## config.mk

```make
export PLATFORM = sky130hd
export DESIGN_NAME = match_table_ctrl_flat
export DESIGN_NICKNAME = d
export VERILOG_FILES = /design/src/rtl/match_table_ctrl_if.sv /design/src/rtl/match_table_ctrl.sv /design/src/flat_wrapper.sv
export SDC_FILE = /design/constraint.sdc
export NUM_CORES = 1
export LEC_CHECK = 0
export ABC_CLOCK_PERIOD_IN_PS = 14900
export CAP_MARGIN = 10
export CORE_AREA = 2 2 260 262
export CTS_CLUSTER_DIAMETER = 200
export DETAILED_ROUTE_END_ITERATION = 12
export DIE_AREA = 0 0 262 264
export GPL_TIMING_DRIVEN = 0
export SYNTH_ARGS = -nofsm -noshare
export SYNTH_HDL_FRONTEND = slang
export SYNTH_SLANG_ARGS = --single-unit
```

## constraint.sdc

```tcl
create_clock -name aclk -period 14.9 [get_ports aclk]
set_input_delay 2.98 -clock aclk [delete_from_list [all_inputs] [get_ports aclk]]
set_output_delay 2.98 -clock aclk [all_outputs]
set_load 0.005 [all_outputs]
```

## src/rtl/match_table_ctrl_if.sv

```systemverilog
// Programming bus for one match-table instance: two write requesters in,
// one unpacked table write port out.
interface match_table_ctrl_if #(
  parameter int KEY_WIDTH         = 32,
  parameter int TABLE_SIZE        = 1024,
  parameter int ACTION_DATA_WIDTH = 128
);
  localparam int AW = $clog2(TABLE_SIZE);
  localparam int EW = 1 + 2*KEY_WIDTH + 6 + 3 + ACTION_DATA_WIDTH;

  logic                         req0_valid;
  logic                         req0_ready;
  logic [AW-1:0]                req0_addr;
  logic [EW-1:0]                req0_entry;
  logic                         req1_valid;
  logic                         req1_ready;
  logic [AW-1:0]                req1_addr;
  logic [EW-1:0]                req1_entry;

  logic                         table_write_enable;
  logic [AW-1:0]                table_write_addr;
  logic                         table_entry_valid;
  logic [KEY_WIDTH-1:0]         table_entry_key;
  logic [KEY_WIDTH-1:0]         table_entry_mask;
  logic [5:0]                   table_entry_prefix_len;
  logic [2:0]                   table_entry_action_id;
  logic [ACTION_DATA_WIDTH-1:0] table_entry_action_data;

  modport master (
    output req0_valid, req0_addr, req0_entry,
    output req1_valid, req1_addr, req1_entry,
    input  req0_ready, req1_ready,
    input  table_write_enable, table_write_addr, table_entry_valid,
    input  table_entry_key, table_entry_mask, table_entry_prefix_len,
    input  table_entry_action_id, table_entry_action_data
  );

  modport slave (
    input  req0_valid, req0_addr, req0_entry,
    input  req1_valid, req1_addr, req1_entry,
    output req0_ready, req1_ready,
    output table_write_enable, table_write_addr, table_entry_valid,
    output table_entry_key, table_entry_mask, table_entry_prefix_len,
    output table_entry_action_id, table_entry_action_data
  );
endinterface

```

## src/rtl/match_table_ctrl.sv

```systemverilog
// Write-side controller for a match table: round-robin host/learn write
// arbitration plus a flush sequencer that invalidates every entry.
module match_table_ctrl #(
  parameter int KEY_WIDTH         = 32,
  parameter int TABLE_SIZE        = 1024,
  parameter int ACTION_DATA_WIDTH = 128
) (
  input  logic                aclk,
  input  logic                areset,
  match_table_ctrl_if.slave   bus,
  input  logic                flush_start,
  output logic                flush_busy,
  output logic                flush_done,
  output logic                lookup_hold,
  output logic [15:0]         wr_count0,
  output logic [15:0]         wr_count1
);
  localparam int AW  = $clog2(TABLE_SIZE);
  localparam int EW  = 1 + 2*KEY_WIDTH + 6 + 3 + ACTION_DATA_WIDTH;
  localparam int ADW = ACTION_DATA_WIDTH;
  localparam logic [AW-1:0] LAST_ADDR = AW'(TABLE_SIZE - 1);
  localparam logic [2:0]    ACT_DROP  = 3'd1;

  typedef enum logic [1:0] {IDLE, FLUSH, DONE} state_t;

  state_t            state;
  logic              rr_ptr;
  logic [AW-1:0]     flush_addr;

  logic              we_q;
  logic [AW-1:0]     addr_q;
  logic              valid_q;
  logic [KEY_WIDTH-1:0] key_q, mask_q;
  logic [5:0]        plen_q;
  logic [2:0]        aid_q;
  logic [ADW-1:0]    data_q;

  logic              grant0, grant1, acc0, acc1;
  logic [AW-1:0]     sel_addr;
  logic [EW-1:0]     sel_entry;

  // Ready is gated by the requester's own valid so the pointer only
  // decides contention; a pending flush_start blocks both requesters.
  always_comb begin
    grant0 = 1'b0;
    grant1 = 1'b0;
    if (state == IDLE && !flush_start) begin
      grant0 = bus.req0_valid && (!bus.req1_valid || !rr_ptr);
      grant1 = bus.req1_valid && (!bus.req0_valid ||  rr_ptr);
    end
  end

  assign bus.req0_ready = grant0;
  assign bus.req1_ready = grant1;
  assign acc0      = grant0 && bus.req0_valid;
  assign acc1      = grant1 && bus.req1_valid;
  assign sel_addr  = acc1 ? bus.req1_addr  : bus.req0_addr;
  assign sel_entry = acc1 ? bus.req1_entry : bus.req0_entry;

  always_ff @(posedge aclk or posedge areset) begin
    if (areset) begin
      state       <= IDLE;
      rr_ptr      <= 1'b0;
      flush_addr  <= '0;
      flush_busy  <= 1'b0;
      flush_done  <= 1'b0;
      lookup_hold <= 1'b0;
      we_q        <= 1'b0;
      addr_q      <= '0;
      valid_q     <= 1'b0;
      key_q       <= '0;
      mask_q      <= '0;
      plen_q      <= '0;
      aid_q       <= '0;
      data_q      <= '0;
      wr_count0   <= '0;
      wr_count1   <= '0;
    end else begin
      we_q       <= 1'b0;
      flush_done <= 1'b0;
      case (state)
        IDLE: begin
          if (flush_start) begin
            // First invalidate write goes out the very next cycle.
            state       <= FLUSH;
            flush_addr  <= '0;
            flush_busy  <= 1'b1;
            lookup_hold <= 1'b1;
            we_q        <= 1'b1;
            addr_q      <= '0;
            valid_q     <= 1'b0;
            key_q       <= '0;
            mask_q      <= '0;
            plen_q      <= '0;
            aid_q       <= ACT_DROP;
            data_q      <= '0;
          end else if (acc0 || acc1) begin
            we_q    <= 1'b1;
            addr_q  <= sel_addr;
            valid_q <= sel_entry[EW-1];
            key_q   <= sel_entry[EW-2 -: KEY_WIDTH];
            mask_q  <= sel_entry[EW-2-KEY_WIDTH -: KEY_WIDTH];
            plen_q  <= sel_entry[ADW+3 +: 6];
            aid_q   <= sel_entry[ADW +: 3];
            data_q  <= sel_entry[ADW-1:0];
            rr_ptr  <= acc0;
          end
        end
        FLUSH: begin
          // flush_addr mirrors the address currently on the write port.
          if (flush_addr == LAST_ADDR) begin
            state       <= DONE;
            flush_busy  <= 1'b0;
            lookup_hold <= 1'b0;
            flush_done  <= 1'b1;
          end else begin
            flush_addr <= flush_addr + 1'b1;
            addr_q     <= flush_addr + 1'b1;
            we_q       <= 1'b1;
          end
        end
        DONE:    state <= IDLE;
        default: state <= IDLE;
      endcase

      if (acc0 && wr_count0 != 16'hFFFF) wr_count0 <= wr_count0 + 16'd1;
      if (acc1 && wr_count1 != 16'hFFFF) wr_count1 <= wr_count1 + 16'd1;
    end
  end

  assign bus.table_write_enable      = we_q;
  assign bus.table_write_addr        = addr_q;
  assign bus.table_entry_valid       = valid_q;
  assign bus.table_entry_key         = key_q;
  assign bus.table_entry_mask        = mask_q;
  assign bus.table_entry_prefix_len  = plen_q;
  assign bus.table_entry_action_id   = aid_q;
  assign bus.table_entry_action_data = data_q;
endmodule

```

## src/flat_wrapper.sv

```systemverilog
// flat-port wrapper written by rule: the top's interface ports become plain ports
module match_table_ctrl_flat 
#(
  parameter int KEY_WIDTH         = 32,
  parameter int TABLE_SIZE        = 1024,
  parameter int ACTION_DATA_WIDTH = 128
)
  (aclk, areset, flush_start, flush_busy, flush_done, lookup_hold, wr_count0, wr_count1, bus_req0_valid, bus_req0_addr, bus_req0_entry, bus_req1_valid, bus_req1_addr, bus_req1_entry, bus_req0_ready, bus_req1_ready, bus_table_write_enable, bus_table_write_addr, bus_table_entry_valid, bus_table_entry_key, bus_table_entry_mask, bus_table_entry_prefix_len, bus_table_entry_action_id, bus_table_entry_action_data);
  match_table_ctrl_if #(.KEY_WIDTH(KEY_WIDTH), .TABLE_SIZE(TABLE_SIZE), .ACTION_DATA_WIDTH(ACTION_DATA_WIDTH)) bus_i ();
  input  logic aclk;
  input  logic areset;
  input  logic flush_start;
  output logic flush_busy;
  output logic flush_done;
  output logic lookup_hold;
  output logic [15:0] wr_count0;
  output logic [15:0] wr_count1;
  input wire logic [$bits(bus_i.req0_valid)-1:0] bus_req0_valid;
  input wire logic [$bits(bus_i.req0_addr)-1:0] bus_req0_addr;
  input wire logic [$bits(bus_i.req0_entry)-1:0] bus_req0_entry;
  input wire logic [$bits(bus_i.req1_valid)-1:0] bus_req1_valid;
  input wire logic [$bits(bus_i.req1_addr)-1:0] bus_req1_addr;
  input wire logic [$bits(bus_i.req1_entry)-1:0] bus_req1_entry;
  output wire logic [$bits(bus_i.req0_ready)-1:0] bus_req0_ready;
  output wire logic [$bits(bus_i.req1_ready)-1:0] bus_req1_ready;
  output wire logic [$bits(bus_i.table_write_enable)-1:0] bus_table_write_enable;
  output wire logic [$bits(bus_i.table_write_addr)-1:0] bus_table_write_addr;
  output wire logic [$bits(bus_i.table_entry_valid)-1:0] bus_table_entry_valid;
  output wire logic [$bits(bus_i.table_entry_key)-1:0] bus_table_entry_key;
  output wire logic [$bits(bus_i.table_entry_mask)-1:0] bus_table_entry_mask;
  output wire logic [$bits(bus_i.table_entry_prefix_len)-1:0] bus_table_entry_prefix_len;
  output wire logic [$bits(bus_i.table_entry_action_id)-1:0] bus_table_entry_action_id;
  output wire logic [$bits(bus_i.table_entry_action_data)-1:0] bus_table_entry_action_data;
  assign bus_i.req0_valid = bus_req0_valid;
  assign bus_i.req0_addr = bus_req0_addr;
  assign bus_i.req0_entry = bus_req0_entry;
  assign bus_i.req1_valid = bus_req1_valid;
  assign bus_i.req1_addr = bus_req1_addr;
  assign bus_i.req1_entry = bus_req1_entry;
  assign bus_req0_ready = bus_i.req0_ready;
  assign bus_req1_ready = bus_i.req1_ready;
  assign bus_table_write_enable = bus_i.table_write_enable;
  assign bus_table_write_addr = bus_i.table_write_addr;
  assign bus_table_entry_valid = bus_i.table_entry_valid;
  assign bus_table_entry_key = bus_i.table_entry_key;
  assign bus_table_entry_mask = bus_i.table_entry_mask;
  assign bus_table_entry_prefix_len = bus_i.table_entry_prefix_len;
  assign bus_table_entry_action_id = bus_i.table_entry_action_id;
  assign bus_table_entry_action_data = bus_i.table_entry_action_data;
  match_table_ctrl #(.KEY_WIDTH(KEY_WIDTH), .TABLE_SIZE(TABLE_SIZE), .ACTION_DATA_WIDTH(ACTION_DATA_WIDTH)) u_core (.aclk(aclk), .areset(areset), .bus(bus_i), .flush_start(flush_start), .flush_busy(flush_busy), .flush_done(flush_done), .lookup_hold(lookup_hold), .wr_count0(wr_count0), .wr_count1(wr_count1));
endmodule
```

==> results of run 1 <==
## layer usage
| metal | share of wire | wire length, um |
|---|---|---|
| met5 | 0.0018 | 119 |
| met4 | 0.026 | 1730 |
| met2 | 0.49 | 32200 |
| met3 | 0.096 | 6300 |
| met1 | 0.38 | 25200 |
## state kept, by name, summed over array words and instances, names as in the netlist
register	count
u_core.flush_done	1
u_core.bus.table_entry_mask	32
u_core.wr_count0	16
u_core.bus.table_write_enable	1
u_core.bus.table_entry_valid	1
u_core.bus.table_write_addr	10
u_core.flush_addr	10
u_core.bus.table_entry_prefix_len	6
u_core.wr_count1	16
u_core.lookup_hold	1
u_core.bus.table_entry_action_id	3
u_core.bus.table_entry_key	32
u_core.rr_ptr	1
u_core.state	2
u_core.bus.table_entry_action_data	128
## worst min path at each step
| stage | slack (ns) | end | cells after the start |
|---|---|---|---|
| 2_1_floorplan | 0.48 | u_core.flush_addr[1] | 2 |
| 4_1_cts | 0.50 | u_core.wr_count0[8] | 1 |
| 5_1_grt | 0.53 | u_core.wr_count1[12] | 1 |
| 3_5_place_dp | 0.49 | u_core.wr_count0[8] | 1 |
| 3_3_place_gp | 0.48 | u_core.wr_count0[8] | 1 |
| 6_report | 0.50 | u_core.wr_count0[8] | 1 |
## cell usage after synthesis (all sizes together) (10+ instances only)
library cell  instances  share of area
xor2                 28          0.020
nor4                 10         0.0071
inv                  13         0.0039
nor2                210          0.064
nand3               217          0.088
dfrtp               260           0.52
nand4                16         0.0081
nor3                 16         0.0069
a21oi                12         0.0048
nand2               233          0.071
buf                  40          0.014
clkbuf               88          0.027
o31ai                10         0.0061
o21ai                11         0.0044
a31oi               210           0.11
## logic make-up after synthesis
group / Yosys count
xor+xnor: 33
buf+inv: 143
compound gates: 274
mux: 5
flops: 260
simple gates: 722
fa+ha+maj: 3
## cell usage in the layout, fill, tap and decap left out, types with 6 or more instances in the layout
cell type	count
o21ai_0	6
clkdlybuf4s50_1	678
xor2_1	28
clkbuf_8	6
nor2_1	210
a211o_1	8
dfrtp_1	260
nand4_1	16
o31ai_1	10
clkbuf_1	96
nand3_1	217
buf_1	32
a21oi_1	12
a211oi_1	8
nor3_1	14
nand2_1	233
a31oi_1	210
nor4_1	6
clkbuf_16	31
inv_1	9
## cell type report
class	count	share of cell area
Clock buffer	45	0.0417
Buffer	128	0.0237
Inverter	15	0.00300
Antenna cell	4	0.000470
Sequential cell	260	0.306
Clock inverter	5	0.00188
Tap cell	873	0.0513
Timing Repair Buffer	681	0.322
Multi-Input combinational cell	1037	0.251
## critical path, stage by stage
cell and delay (ns):
clkdlybuf4s50_1 0.54, nor3_1 0.45, nand3_1 0.61, inv_2 0.34
clkbuf_1 0.42, clkdlybuf4s50_1 0.59
## report_power, final
part | switching (mW) | internal (mW) | leakage [nW]
Clock | 0.314 | 0.408 | 0.460
Combinational | 0.219 | 0.358 | 4.54
Sequential | 0.0820 | 0.823 | 3.10
==> impl_metrics.json, run 1 <==
{
  "slew_headroom": 0.247,
  "crit_end": "bus_req1_ready",
  "min_from": "u_core.wr_count0[8]",
  "use_met3": 0.0584,
  "final_nets": 2586,
  "fin_setup_tns_ns": 0,
  "wl_per_cell_um": 21.5,
  "cts_buffer_depth": 3,
  "hold_class": "register to register",
  "grt_setup_unrepaired": "no",
  "ys_async_sr_fraction": 1.00,
  "peakVddDrop_v": 0.0000704,
  "post_cts_buffers": 0,
  "finalSetupViolations": 0,
  "io_pins": 679,
  "synthAdderAreaFrac": 0.00303,
  "timing.rr.start": "u_core.state[0]",
  "path_max_fanout": 10,
  "cts_hold_repair.buffers": 0,
  "cts.sinks": 260,
  "grt.busiest_layer": "met2",
  "initial_core_util": 0.186,
  "worst_slack_ns": 5.99,
  "post-place-ws_ns": 5.89,
  "reg2reg_slack_ns": 11.44,
  "io_buffers": 678,
  "routed-via-count": 14200,
  "synth_compound_area_frac": 0.143,
  "dieArea_mm2": 0.0692,
  "die_y_um": 264,
  "drt-initial-drc-count": 936,
  "post-route-period-util": 0.598,
  "gr-total-overflow": 0,
  "synth_flop_cell": "dfrtp_1",
  "place.gp.congestion": 0.891,
  "critPathKind": "input pin to primary output",
  "endpoint_kind": "primary output",
  "power_density_mw_per_mm2": 104,
  "yosys.area_share.simple": 0.256,
  "max-cap-violations": 0,
  "arrival_ns": 5.93,
  "slew_viol_final": 0,
  "layout-drive-gt1-share": 0.0313,
  "cp-startpoint": "flush_start",
  "cp-start-kind": "input pin",
  "fillCellCount": 6896,
  "status": "complete, no violations",
  "hold_ws_ns": 0.502,
  "yosys_warnings": 0,
  "cts-root-buf": "clkbuf_16",
  "final_area_mm2": 0.0213,
  "dp_cells": 2994,
  "gr-usage-met2": 0.320,
  "cts_tree": "done",
  "dp_hpwl_um": 52300,
  "reg2reg_depth": 8,
  "clkTransAtPathRegs_ns": 0.05,
  "antenna_found_initial": 14,
  "h-tree-depth": 1,
  "grt_max_degree": 111,
  "drtAntennaViolNets": 0,
  "grtUsageMet1": 0.208,
  "p_total_mw": 2.20,
  "r2r_end": "u_core.bus.table_entry_prefix_len[2]",
  "grt_pass1_wl_um": 94300,
  "yosysSeqAreaShare": 0.525,
  "synth_edf_count": 0,
  "worst_slew_pin_slew_ns": 1.13,
  "ctsResizeCount": 0,
  "die_w_um": 262,
  "area_delta_synth_final_pct": 71.7,
  "fmax_mhz": 112,
  "hold_viol": 0,
  "multi_input_area_mm2": 0.00534,
  "final_cells": 3048,
  "grt_usage": 0.181,
  "drt-total-wl_um": 65600,
  "synth_seq_cells": 260,
  "row_count": 95,
  "cp.required_ns": 11.92,
  "drtPass1Iterations": 6,
  "synth.net_count": 1872,
  "syn_area_mm2": 0.0124,
  "synth_mux_area_frac": 0.00434,
  "synth_top_family_by_area": "simple AND/OR/NAND/NOR gates",
  "period_needed_ns": 8.91,
  "core_mm2": 0.0666,
  "syn_avg_cell_area_um2": 8.61,
  "leakage_nw": 8.10,
  "syn_inst": 1440,
  "fin_util": 0.320,
  "synth_xor_area_frac": 0.0233,
  "place_area_mm2": 0.0204,
  "cts_made_buffers": 31,
  "route.detailed.drc": 0,
  "synth.distinct_cells": 52,
  "seq_area_mm2": 0.00651,
  "viasPerCell": 4.65,
  "finalClockSkew_ns": 0.0204,
  "worstSkewPairLatency_ns": 0.60,
  "grt_pass1_vias": 14400
}
Note: power is estimated with default switching activity, not from simulation.
==> inputs of run 2 (changes only) <==
--- a/config.mk
+++ b/config.mk
@@ -5,12 +5,12 @@
 export SDC_FILE = /design/constraint.sdc
 export NUM_CORES = 1
 export LEC_CHECK = 0
-export ABC_CLOCK_PERIOD_IN_PS = 14900
+export ABC_CLOCK_PERIOD_IN_PS = 8800
 export CAP_MARGIN = 10
-export CORE_AREA = 2 2 260 262
+export CORE_AREA = 2 2 265 267
 export CTS_CLUSTER_DIAMETER = 200
 export DETAILED_ROUTE_END_ITERATION = 12
-export DIE_AREA = 0 0 262 264
+export DIE_AREA = 0 0 267 269
 export GPL_TIMING_DRIVEN = 0
 export SYNTH_ARGS = -nofsm -noshare
 export SYNTH_HDL_FRONTEND = slang
==> constraint.sdc (replaced) <==
create_clock -name aclk -period 8.8 [get_ports aclk]
set_input_delay 1.76 -clock aclk [delete_from_list [all_inputs] [get_ports aclk]]
set_output_delay 1.76 -clock aclk [all_outputs]
set_load 0.005 [all_outputs]
==> run 2 against run 1 <==
Effect of this change:
- register-to-register slack lost 6.2 ns
- global-route usage is 0.40 points lower
- critical path depth did not move
- wire length increased by 1.2%
- first-iteration DRC count shrank 9.2%
- sequential share of layout area fell by 0.45 points
- die area increased by 3.8%
- flip-flop and latch count did not move
- clock power grew 92%
- utilization decreased by 0.80 points
- combinational power rose by 71%
- total power rose by 77%
==> impl_metrics.json, run 2 (same netlist as run 1, synthesis figures left out) <==
{
  "min_from": "u_core.wr_count1[6]",
  "gr-total-overflow": 0,
  "timing.rr.start": "u_core.state[1]",
  "final_cell_mix": "clkdlybuf4s50_1 (678), dfrtp_1 (260), nand2_1 (233)",
  "p_sw_frac": 0.275,
  "hold_end": "u_core.wr_count1[6]",
  "dieArea_mm2": 0.0718,
  "reg2reg_slack_ns": 5.25,
  "fin_util": 0.312,
  "cts_buffer_depth": 3,
  "place.gp.congestion": 0.879,
  "wl_per_cell_um": 21.2,
  "worst_slew_pin_slew_ns": 1.35,
  "reg2reg_depth": 8,
  "final_cells": 3130,
  "grt_pass1_wl_um": 94000,
  "slew_viol_final": 0,
  "multi_input_area_mm2": 0.00534,
  "power.internal_mw": 2.83,
  "switchingPower_mw": 1.07,
  "io_buffers": 678,
  "cts-root-buf": "clkbuf_16",
  "drtPass1Iterations": 6,
  "post_cts_buffers": 0,
  "fin_setup_tns_ns": 0,
  "hold_class": "register to register",
  "cts_tree": "done",
  "peakVddDrop_v": 0.000106,
  "combPwrFrac": 0.253,
  "cts_hold_repair.buffers": 0,
  "routed-via-count": 14000,
  "cp.required_ns": 7.04,
  "row_count": 97,
  "max-cap-violations": 0,
  "dp_cells": 3066,
  "fmax_mhz": 148,
  "p_seq_frac": 0.392,
  "critPathKind": "input pin to primary output",
  "status": "complete, no violations",
  "cp-start-kind": "input pin",
  "leakage_nw": 8.21,
  "io_pins": 679,
  "die_y_um": 269,
  "finalSetupViolations": 0,
  "endpoint_kind": "primary output",
  "finalClockSkew_ns": 0.0176,
  "path_max_fanout": 10,
  "power_density_mw_per_mm2": 180,
  "hold_viol": 0,
  "post-route-period-util": 0.766,
  "seq_area_mm2": 0.00651,
  "layout-drive-gt1-share": 0.0366,
  "drt-initial-drc-count": 850,
  "grt_usage": 0.177,
  "grt_pass1_vias": 13900,
  "grt_max_degree": 40,
  "final_nets": 2594,
  "route.detailed.drc": 0,
  "fillCellCount": 7358,
  "drtAntennaViolNets": 0,
  "slew_headroom": 0.0998,
  "arrival_ns": 4.98,
  "worstSkewPairLatency_ns": 0.54,
  "final_common_cell": "clkdlybuf4s50_1",
  "antenna_found_initial": 7,
  "hold_depth": 1,
  "cts_made_buffers": 34,
  "p_total_mw": 3.90,
  "r2r_end": "u_core.bus.table_entry_prefix_len[4]",
  "ctsResizeCount": 0,
  "viasPerCell": 4.49,
  "clockPowerShare": 0.355,
  "largest_reg_flops": 128,
  "dp_hpwl_um": 51800,
  "core_mm2": 0.0693,
  "period_needed_ns": 6.74,
  "h-tree-depth": 2,
  "grt_setup_unrepaired": "no",
  "hold_ws_ns": 0.499,
  "clkTransAtPathRegs_ns": 0.05,
  "area_delta_synth_final_pct": 74.3,
  "initial_core_util": 0.179,
  "drt-total-wl_um": 66400,
  "die_w_um": 267,
  "cts.sinks": 260
}
run 2: routing by layer:
metal / global-route usage / up-vias / wire [um]
li1: - / 6554 / -
met1: 0.210 / 6790 / 26700
met2: 0.297 / 602 / 31600
met3: 0.0630 / 97 / 5980
met4: 0.0613 / 6 / 2090
met5: 0 / - / 36
run 2: worst max-delay path, stage by stage:
cell and delay, ns:
clkdlybuf4s50_1 0.57, nor3_1 0.48, nand3_1 0.65, inv_2 0.37, clkbuf_1 0.52, clkdlybuf4s50_1 0.62
run 2: power by group through the flow:
stage	Sequential [mW]	Combinational, mW	Clock (mW)
CTS	1.53	1.00	1.43
detailed placement	1.55	0.998	0
global placement	1.54	0.988	0
finish	1.53	0.986	1.39
global route	1.55	1.07	1.47
floorplan	1.54	0.273	0
run 2: worst max path at each step:
| stage | end | slack, ns | from |
|---|---|---|---|
| floorplan | u_core.bus.table_entry_action_data[0] | 3.61 | areset |
| global placement | u_core.bus.table_entry_action_data[12] | 1.10 | areset |
| detailed placement | bus_req1_ready | 1.87 | flush_start |
| CTS | bus_req1_ready | 1.87 | flush_start |
| global route | bus_req1_ready | 1.68 | flush_start |
| finish | bus_req1_ready | 2.06 | flush_start |
run 2: layout make-up:
type	count	share of cell area
Timing Repair Buffer	686	0.321
Sequential cell	260	0.301
Multi-Input combinational cell	1037	0.247
Tap cell	940	0.0544
Clock buffer	52	0.0472
Buffer	128	0.0234
Clock inverter	6	0.00289
Inverter	15	0.00278
Antenna cell	6	0.000695
run 2: per-stage QoR:
stage | area, um^2 | worst slack (ns)
after floorplan | 12400 | 3.61
after global placement | 20400 | 1.10
after detailed placement | 20500 | 1.87
after CTS | 21600 | 1.87
after global routing | 21600 | 1.68
final | 21600 | 2.06
==> RTL edit 1, RTL diff (settings of run 2) <==
`TABLE_SIZE` is set to 1024 in 3 places; all go to 4096.
--- a/src/rtl/match_table_ctrl_if.sv
+++ b/src/rtl/match_table_ctrl_if.sv
@@ -3,5 +3,5 @@
 interface match_table_ctrl_if #(
   parameter int KEY_WIDTH         = 32,
-  parameter int TABLE_SIZE        = 1024,
+  parameter int TABLE_SIZE        = 4096,
   parameter int ACTION_DATA_WIDTH = 128
 );
--- a/src/rtl/match_table_ctrl.sv
+++ b/src/rtl/match_table_ctrl.sv
@@ -3,5 +3,5 @@
 module match_table_ctrl #(
   parameter int KEY_WIDTH         = 32,
-  parameter int TABLE_SIZE        = 1024,
+  parameter int TABLE_SIZE        = 4096,
   parameter int ACTION_DATA_WIDTH = 128
 ) (
--- a/src/flat_wrapper.sv
+++ b/src/flat_wrapper.sv
@@ -3,5 +3,5 @@
 #(
   parameter int KEY_WIDTH         = 32,
-  parameter int TABLE_SIZE        = 1024,
+  parameter int TABLE_SIZE        = 4096,
   parameter int ACTION_DATA_WIDTH = 128
 )
Interface: changed (resized bus_req0_addr, bus_req1_addr and bus_table_write_addr); port bits go from 679 to 685. The function was not compared with the original's and may differ.
==> RTL edit 1 against run 2 <==
- fmax grew 19%
- routed wire length down 12%
- worst setup slack improved by 1.1 ns
- sequential cell count rose by 4
- clock skew increased by 0.011 ns
- synthesized area increased by 5.9%
- total power rose by 12%
- final area up 3.0%
- largest cell class unchanged
==> RTL edit 1: results (changes against run 2) <==
Logic pwr share = 31.3% (was 25.3%)
initial antenna violation count = 2 (was 7)
vias per cell = 4.36 (was 4.49)
first-pass iteration count of the detailed router = 4 (was 6)
WL met3 = 3610 um (was 5980 um)
TritonCTS buffer count = 31 (was 34)
compound-gate portion of the synthesized area = 11.9% (was 14.3%)
status = complete, no violations (unchanged)
pre-CTS WS = 3.09 ns (was 1.87 ns)
post-synthesis mux area share = 15.6% (was 0.434%)
Finished Layout Cells = 2988 (was 3130)
r2r endpoint = u_core.bus.table_entry_action_data[56]$_DFFE_PP0P_ (was u_core.bus.table_entry_prefix_len[4]$_DFFE_PP0P_)
GPL Wtd Cong = 0.874 (was 0.879)
Final WS setup = 3.12 ns (was 2.06 ns)
met2 Use GR = 28.5% (was 29.7%)
Max rail drop VDD = 0.000131 V (was 0.000106 V)
met3 Use GR = 3.06% (was 6.30%)
met1 usage = 18.1% (was 21.0%)
P_int = 3.06 mW (was 2.83 mW)
Total GRT Usage = 15.5% (was 17.7%)
cells on worst reg2reg path = 6 (was 8)
WHS Endpoint = u_core.bus.table_entry_action_data[77]$_DFFE_PP0P_ (was u_core.wr_count1[6]$_DFFE_PP0P_)
DP HPWL = 47400 um (was 51800 um)
first-pass GRT wire length = 84400 um (was 94000 um)
largest net degree at the start of global routing = 45 (was 40)
Post-synth top cells = dfrtp_1 (264), o21ai_0 (214), mux2i_1 (202) (was dfrtp_1 (260), nand2_1 (233), nand3_1 (217))
Synth Area in Adders = 0.286% (was 0.303%)
Final Cell Area = 22300 um2 (was 21600 um2)
switching power = 1.30 mW (was 1.07 mW)
CP arrival = 3.92 ns (was 4.98 ns)
met2 WL = 30200 um (was 31600 um)
Worst R2R Start = u_core.state[0]$_DFFE_PP0P_ (was u_core.state[1]$_DFFE_PP0P_)
Initial DRC Count = 486 (was 850)
Register-to-Register Setup Slack = 6.26 ns (was 5.25 ns)
post-synth cell types = 56 (was 52)
placed inst area = 21300 um2 (was 20500 um2)
sequential cell area fraction in the yosys report = 50.3% (was 52.5%)
syn nets = 1739 (was 1872)
placed cells = 2931 (was 3066)
Critical Path Start = bus_req0_valid (was flush_start)
==> RTL edit 1: area by class of cell <==
| type | count | share of cell area [%] |
|---|---|---|
| Clock buffer | 41 | 3.88 |
| Multi-Input combinational cell | 922 | 27.0 |
| Inverter | 10 | 0.185 |
| Antenna cell | 1 | 0.0112 |
| Sequential cell | 264 | 29.7 |
| Timing Repair Buffer | 688 | 31.2 |
| Buffer | 107 | 2.14 |
| Tap cell | 940 | 5.28 |
| Clock inverter | 15 | 0.630 |
==> RTL edit 1: kinds of logic (layout without fill, tap and decap cells) <==
group / count (synthesis) / count (layout)
fa+ha+maj: 3 / 3
flops: 264 / 264
xor+xnor: 25 / 25
simple gates: 404 / 404
compound gates: 286 / 286
buf+inv: 117 / 861
mux: 204 / 204
other cells: 0 / 1
==> RTL edit 1: critical path, cell delays in order <==
cell and delay (ns):
clkdlybuf4s50_1 0.55, nand2b_1 0.14, nand3_1 0.20, buf_2 0.45, inv_2 0.11, buf_2 0.21
clkdlybuf4s50_1 0.49
==> RTL edit 2, RTL diff (settings of run 2) <==
Made on the original files. Make the reset (`areset`) synchronous in one clocked block.
--- a/src/rtl/match_table_ctrl.sv
+++ b/src/rtl/match_table_ctrl.sv
@@ -58,5 +58,5 @@
   assign sel_entry = acc1 ? bus.req1_entry : bus.req0_entry;
 
-  always_ff @(posedge aclk or posedge areset) begin
+  always_ff @(posedge aclk) begin
     if (areset) begin
       state       <= IDLE;
Formal check against the unedited RTL: not equivalent (a bounded check fails within 4 cycles, from zero or initial values and one cycle with areset high; the reset may be asserted at any time).
==> RTL edit 2 against run 2 <==
- synthesized area down 0.80%
- via count up 0.90%
- sequential cell count unchanged
- total power down 11%
- worst setup slack better by 0.73 ns
- final area down 1.2%
- routed wire length down 2.0%
- die area unchanged
- largest power group is now the clock network
==> RTL edit 2: results (changes against run 2) <==
WHS Endpoint = u_core.bus.table_entry_action_id[0]$_SDFFE_PP0P_ (was u_core.wr_count1[6]$_DFFE_PP0P_)
first-pass iteration count of the detailed router = 5 (was 6)
r2r endpoint = u_core.bus.table_entry_action_data[121]$_SDFFE_PP0P_ (was u_core.bus.table_entry_prefix_len[4]$_DFFE_PP0P_)
CP arrival = 4.25 ns (was 4.98 ns)
Final nets = 2634 (was 2594)
Total GRT Usage = 16.9% (was 17.7%)
CP max-delay cell = clkdlybuf4s50_1 (was nand3_1)
Finished Layout Cells = 3162 (was 3130)
clock share of power = 40.4% (was 35.5%)
switching power = 937 uW (was 1.07 mW)
P_leak = 7.26 nW (was 8.21 nW)
sequential cell area fraction in the yosys report = 42.3% (was 52.5%)
Initial DRC Count = 979 (was 850)
actual slew at the worst max-slew pin = 1.31 ns (was 1.35 ns)
port buffer count = 677 (was 678)
min-delay src = u_core.bus.table_entry_action_id[0]$_SDFFE_PP0P_ (was u_core.wr_count1[6]$_DFFE_PP0P_)
hold slack = 0.491 ns (was 0.499 ns)
wire length per cell = 20.6 um (was 21.2 um)
Worst R2R Start = u_core.state[0]$_SDFFE_PP0P_ (was u_core.state[1]$_DFFE_PP0P_)
dominant cells by area after synthesis = dfxtp_1 (42%), a311oi_1 (15%), nand3b_1 (12%) (was dfrtp_1 (52%), a31oi_1 (11%), nand3_1 (8.8%))
largest net degree at the start of global routing = 11 (was 40)
syn nets = 1920 (was 1872)
met2 Use GR = 27.6% (was 29.7%)
Max rail drop VDD = 0.0000939 V (was 0.000106 V)
Vias = 14.2k (was 14.0k)
met3 Use GR = 4.95% (was 6.30%)
slowest cell delay on critical path = 0.55 ns (was 0.65 ns)
status = complete, no violations (unchanged)
GPL Wtd Cong = 0.860 (was 0.879)
Hold Crit Depth = 2 (was 1)
cells on worst reg2reg path = 5 (was 8)
post-synth cell types = 47 (was 52)
-- RTL edit 2: worst max path at each step --
stage / startpoint / end / slack [ns] / cells after the start
6_report: flush_start / bus_req1_ready / 2.79 / 7
5_1_grt: flush_start / bus_req1_ready / 2.66 / 7
4_1_cts: flush_start / bus_req1_ready / 2.75 / 7
3_5_place_dp: flush_start / bus_req1_ready / 2.76 / 7
3_3_place_gp: flush_start / bus_req1_ready / 2.71 / 7
2_1_floorplan: flush_start / bus_req1_ready / 4.42 / 5
-- RTL edit 2: metal layers --
layer	part of all wire [%]	vias to the layer above
met5	0.028	-
met3	7.9	82
met2	47	580
met1	42	6697
li1	-	6813
met4	2.7	4
-- RTL edit 2: stage by stage --
| step | instance area (um2) | total power, mW |
|---|---|---|
| final | 21300 | 3.46 |
| after detailed placement | 20300 | 2.09 |
| after CTS | 21300 | 3.50 |
| after floorplan | 12300 | 1.58 |
| after global routing | 21300 | 3.62 |
| after global placement | 20300 | 2.08 |
-- RTL edit 2: final cells by class --
class / instances / area (um2)
fill: 7354 / 48000
timing repair buffer: 678 / 6790
multi-input combinational: 1072 / 6450
sequential: 260 / 5200
tap: 940 / 1180
clock buffer: 50 / 1000
buffer: 149 / 616
clock inverter: 3 / 68.8
inverter: 7 / 26.3
antenna: 3 / 7.51
-- RTL edit 2: logic make-up after synthesis --
kind of cell / count (synthesis) / synth area share [%]
AND/OR/NAND/NOR: 776 / 32.0
flip-flops: 260 / 42.3
AO/OA/AOI/OAI: 250 / 16.9
buffers and inverters: 156 / 5.22
XOR/XNOR: 29 / 2.06
multiplexers: 14 / 1.22
adder cells (fa/ha/maj): 3 / 0.305
